$ cat src/rtl/shift_add_mult_seq_pkg.sv
// Shared definitions for the sequential shift-and-add multiplier.
// Holds the FSM state encoding and the default operand width.
package shift_add_mult_seq_pkg;

   localparam int unsigned DEF_W = 5;

   localparam logic [1:0] ST_IDLE = 2'd0;
   localparam logic [1:0] ST_RUN  = 2'd1;
   localparam logic [1:0] ST_DONE = 2'd2;

   typedef enum logic [1:0] {
      StIdle = ST_IDLE,
      StRun  = ST_RUN,
      StDone = ST_DONE
   } state_e;

endpackage

$ cat src/rtl/shift_add_mult_seq_shl1.sv
// Combinational left shift by one bit: the MSB is dropped and a 0 enters at the LSB.
// Ports:
//   din  - N-bit input word
//   dout - din shifted left by one
module shl1_w #(
   parameter int unsigned N = 10
) (
   input  logic [N-1:0] din,
   output logic [N-1:0] dout
);

   assign dout = {din[N-2:0], 1'b0};

endmodule

$ cat src/rtl/shift_add_mult_seq.sv
// Iterative unsigned shift-and-add multiplier. One partial product is examined
// per cycle, so a W x W multiply takes W cycles in RUN plus one DONE cycle.
// Ports:
//   clk     - clock, all state updates on the rising edge
//   rst     - synchronous active-high reset
//   start   - request a multiply, accepted only while ready=1
//   a, b    - multiplicand / multiplier, captured when start is accepted
//   ready   - high only in IDLE
//   busy    - high in RUN and DONE
//   done    - one-cycle pulse when product has just been updated
//   product - last completed product, held until the next operation completes
module shift_add_mult_seq
   import shift_add_mult_seq_pkg::*;
#(
   parameter int unsigned W  = DEF_W,
   parameter int unsigned CW = $clog2(W)
) (
   input  logic             clk,
   input  logic             rst,
   input  logic             start,
   input  logic [W-1:0]     a,
   input  logic [W-1:0]     b,
   output logic             ready,
   output logic             busy,
   output logic             done,
   output logic [2*W-1:0]   product
);

   localparam logic [CW-1:0] LAST = CW'(W - 1);

   state_e            state_q;
   logic [2*W-1:0]    m_q;
   logic [W-1:0]      q_q;
   logic [2*W-1:0]    acc_q;
   logic [CW-1:0]     cnt_q;
   logic              ready_q;
   logic              busy_q;
   logic              done_q;
   logic [2*W-1:0]    product_q;

   logic [2*W-1:0]    m_shl;
   logic [2*W-1:0]    acc_nxt;

   shl1_w #(
      .N (2 * W)
   ) u_shl1 (
      .din  (m_q),
      .dout (m_shl)
   );

   // Accumulate the shifted multiplicand when the current multiplier bit is set.
   always_comb begin
      acc_nxt = acc_q;
      if (q_q[0]) begin
         acc_nxt = acc_q + m_q;
      end
   end

   always_ff @(posedge clk) begin
      if (rst) begin
         state_q   <= StIdle;
         m_q       <= '0;
         q_q       <= '0;
         acc_q     <= '0;
         cnt_q     <= '0;
         ready_q   <= 1'b1;
         busy_q    <= 1'b0;
         done_q    <= 1'b0;
         product_q <= '0;
      end else begin
         unique case (state_q)
            StIdle: begin
               if (start) begin
                  m_q     <= {{W{1'b0}}, a};
                  q_q     <= b;
                  acc_q   <= '0;
                  cnt_q   <= '0;
                  ready_q <= 1'b0;
                  busy_q  <= 1'b1;
                  state_q <= StRun;
               end
            end
            StRun: begin
               acc_q <= acc_nxt;
               m_q   <= m_shl;
               q_q   <= q_q >> 1;
               cnt_q <= cnt_q + 1'b1;
               if (cnt_q == LAST) begin
                  // Use this cycle's sum so the final partial product is included.
                  product_q <= acc_nxt;
                  done_q    <= 1'b1;
                  state_q   <= StDone;
               end
            end
            StDone: begin
               done_q  <= 1'b0;
               busy_q  <= 1'b0;
               ready_q <= 1'b1;
               state_q <= StIdle;
            end
            default: begin
               done_q  <= 1'b0;
               busy_q  <= 1'b0;
               ready_q <= 1'b1;
               state_q <= StIdle;
            end
         endcase
      end
   end

   assign ready   = ready_q;
   assign busy    = busy_q;
   assign done    = done_q;
   assign product = product_q;

endmodule

$ cat config.mk
export PLATFORM = sky130hd
export DESIGN_NAME = shift_add_mult_seq
export DESIGN_NICKNAME = d
export VERILOG_FILES = /design/src/rtl/shift_add_mult_seq_pkg.sv /design/src/rtl/shift_add_mult_seq_shl1.sv /design/src/rtl/shift_add_mult_seq.sv
export SDC_FILE = /design/constraint.sdc
export NUM_CORES = 1
export LEC_CHECK = 0
export ABC_CLOCK_PERIOD_IN_PS = 2140
export CAP_MARGIN = 30
export CORE_ASPECT_RATIO = 1.4
export CORE_MARGIN = 1.5
export CORE_UTILIZATION = 35
export CTS_CLUSTER_SIZE = 8
export DETAILED_ROUTE_END_ITERATION = 7
export PLACE_DENSITY = 0.64
export SLEW_MARGIN = 30
export SYNTH_ARGS = -nofsm -noshare
export SYNTH_HDL_FRONTEND = slang
export SYNTH_SLANG_ARGS = --single-unit
export TNS_END_PERCENT = 30
$ cat constraint.sdc
create_clock -name clk -period 2.14 [get_ports clk]
set_input_delay 0.321 -clock clk [delete_from_list [all_inputs] [get_ports clk]]
set_output_delay 0.321 -clock clk [all_outputs]
set_load 0.01 [all_outputs]
==> results.md <==
* Hold_buf cts at 0
* Layout Area Growth over Synthesis at 26.57%
* Total Wirelength at 5426 um
* Final hold violations at 0
* Placed inst area at 2648 um2
* Synth Instances at 258
* Crit path kind: reg -> reg
* TritonCTS Buffers at 5
* Sequential fraction of the synthesis area at between 30% and 40%
* Multiplexer share of the synthesized area at roughly 3.3%
* I/O pins at 26
* Adder-cell share of the synthesized area at under 10%
* Number of global-route vias before repair at 1905
* Synth Net Count at around 280
* IO buf count at 25
* Final Cell Area at 2801 um2
* Drt drc at 0
* Final setup vio count at 0
* Normalized max-slew margin at 47.46%
* Fraction of layout cells with a size suffix above 1 at 14.77%
* Die Span X at 70.21 um
* Global-route wire length before repair at approximately 8900 um
* Gpl congestion at between 0.9 and 1
* Worst EP required at 2.37 ns
* Min Hold Slack at 0.4655 ns
* Peak supply drop at 0.0003394 V
* Largest net degree at the start of global routing at 21
* Commonest non-fill, non-tap cell in the layout: dfxtp_1
* HP Class: reg -> reg
* Fill count at 610
* Status: finished, final reports clean
* Clk sinks at 43
* Synth warnings at 0
* Fin util at 45.42%
* Die Ht at 97.10 um
* CTS tree: done
* Maxcap violations at 0
* Antenna Cells at 0
* Post-synthesis simple-gate area fraction at a little under a fifth
* Die area at 6817 um2
* Clk Latency, worst-skew pair at 0.30 ns
* Cell Chain, Critical Path: ha_1, fa_1, a211oi_2, o21bai_1, a21oi_2, mux2_2, a31oi_1
* GRT Total Usage at 16.26%
* CP max stage cell: fa_1
* Crit path max-delay family: adder cells
* Power Dens Cells at 611.4 nW/um2
* Vias per cell at 5.349
* Placed wire-length estimate at between 3000 and 4000 um
* CTS Root Cell: clkbuf_8
* Site Rows at 34
* Synth Area in XOR/XNOR at 2.374%
* Crit path time final at 2.100 ns
* Worst r2r src: m_q[0]$_SDFFE_PP0P_
* Overall Power at approximately 1.7 mW
* Leak Pwr at 1.107 nW
* Initial antenna violation count at 0
* Final period util at 98.14%
* Slowest stage delay, CP at 0.44 ns
* Register bit total from synthesis at between 40 and 50
* Synth Area in Compound Gates at 25.21%
* RSZ-0062 raised after global routing: false
* CTS H-tree lvls at 2
* Fin Setup TNS at 0 ns
* Final Max Slew Viols at 0
* Max Fclk at 0.4762 GHz
* DR vias at 1979
* Synth Area per Inst at 8.579 um2
* Largest family of logic cells by synthesized area: compound AO/OA/AOI/OAI gates
* Maximum clock path buffer count at 2
* Startpoint type of the worst setup path: flop
* Clock Pin Slew Worst Setup and Hold Paths at about 0.080 ns
* Worst Setup SP: m_q[0]$_SDFFE_PP0P_
* Worst Skew at 0.004686 ns
* Worst Max-Slew Pin Slew at 0.7870 ns
* Netlist cell types at 41
* Initial DRC count at 89
* Worst-path fanout max at 3
* Routed WL per cell at 14.66 um
* Mapped Area at around 2200 um2
* Buf+Inv Stages, Crit Path at 0
* Most frequent cells in the layout: dfxtp_1, nand2_1, nor2_1, clkdlybuf4s50_1, buf_4
* GRT overflow at 0
* Hold_sp: product[2]$_SDFFE_PP0P_
* Initial Util at 35.88%
* CORE AREA at approximately 6200 um2
* CP arrival at 2.33 ns
* Antenna viol nets, final at 0
* Nets@finish at 322
* DR pass1 iterations at 4
* CP Capture Type: flop
==> repair_timing <==
item / in CTS / in global routing
buffers inserted: 0 / 0
pin swaps: 0 / 1
setup endpoints to repair: 1 / 4
hold endpoints to repair: 0 / 0
cloned: 0 / 0
gates resized for setup: 1 / 5
==> flip-flops by register name, summed over array words and instances, names as in the netlist <==
register / flops
cnt_q: 3
acc_q: 10
product: 10
done: 1
ready: 1
state_q: 2
busy: 1
q_q: 5
m_q: 10
==> cells by family (layout without fill, tap and decap cells) <==
family / after synthesis / count (layout)
buffers and inverters: 22 / 62
xor gates and xnor gates: 6 / 6
muxes: 7 / 7
AOI/OAI and AO/OA: 83 / 83
adders and majority gates: 12 / 12
and+or+nand+nor: 85 / 85
DFF: 43 / 43
==> where the power goes <==
part | internal, mW | leakage, nW | switching [mW] | total [mW]
Clock | 0.378 | 0.0612 | 0.286 | 0.664
Sequential | 0.824 | 0.350 | 0.0300 | 0.854
Combinational | 0.0928 | 0.696 | 0.102 | 0.195
==> stage by stage <==
stage / setup slack [ns] / cells
floorplan: 0.07192 / 258
global placement: 0.04384 / 362
detailed placement: 0.01950 / 362
CTS: 0.03901 / 370
global route: 0.005619 / 370
finish: 0.03989 / 370
==> Yosys cell counts (all sizes together) <==
library cell | count | area share (%)
a21oi | 12 | 2.7
nor2 | 26 | 4.4
nor3 | 2 | 0.45
mux2i | 4 | 1.8
a221oi | 1 | 0.68
o21ai | 22 | 5.0
a211o | 1 | 0.40
inv | 5 | 0.85
fa | 1 | 0.90
o21a | 3 | 1.0
a31oi | 9 | 2.5
o21bai | 3 | 1.0
nand3b | 3 | 1.0
nand2 | 31 | 5.3
nor4b | 4 | 1.6
nand2b | 8 | 2.3
dfxtp | 43 | 39
a22oi | 2 | 0.68
a32o | 2 | 0.90
a311oi | 8 | 3.2
a31o | 1 | 0.40
nand3 | 3 | 0.68
or3b | 1 | 0.51
nand4 | 1 | 0.28
mux2 | 3 | 1.5
a311o | 1 | 0.45
nor2b | 2 | 0.57
clkbuf | 11 | 1.9
buf | 5 | 1.7
ha | 11 | 6.2
xor2 | 5 | 2.0
a22o | 5 | 2.0
a211oi | 7 | 2.4
a21o | 4 | 1.4
o22ai | 2 | 0.57
and4 | 1 | 0.40
and3 | 3 | 1.1
xnor2 | 1 | 0.40
clkinv | 1 | 0.17
==> worst paths after layout <==
| path | depth (start not counted) | slack [ns] | to |
|---|---|---|---|
| worst max register to register | 7 | 0.04 | product[6]$_SDFFE_PP0P_ |
| worst min-delay path | 2 | 0.47 | product[2]$_SDFFE_PP0P_ |
| worst min register to register | 2 | 0.47 | product[2]$_SDFFE_PP0P_ |
| worst max-delay path | 7 | 0.04 | product[6]$_SDFFE_PP0P_ |
==> worst reg2reg max path: stages, from the launching register on <==
cell      delay (ns)
dfxtp_1         0.33
ha_1            0.25
fa_1            0.44
a211oi_2        0.24
o21bai_1        0.12
a21oi_2         0.16
mux2_2          0.35
a31oi_1         0.15
==> routing by layer <==
metal | global-route usage [%] | up-vias | wire length, um
met2 | 28.64 | 34 | 2789
li1 | - | 1006 | -
met3 | 3.008 | 9 | 143
met4 | 6.805 | 0 | 143
met5 | 0 | - | 0
met1 | 19.08 | 930 | 2350
==> area by class of cell <==
type                       count  area (um2)  area share, %
sequential                    43       860.8          30.73
clock buffer                   6       82.58          2.948
tap                           72       90.09          3.216
multi-input combinational    193        1287          45.96
clock inverter                 2       35.03          1.251
inverter                       6       22.52         0.8039
timing repair buffer          48       422.9          15.10
No activity file was read; power rests on OpenSTA's default activity.
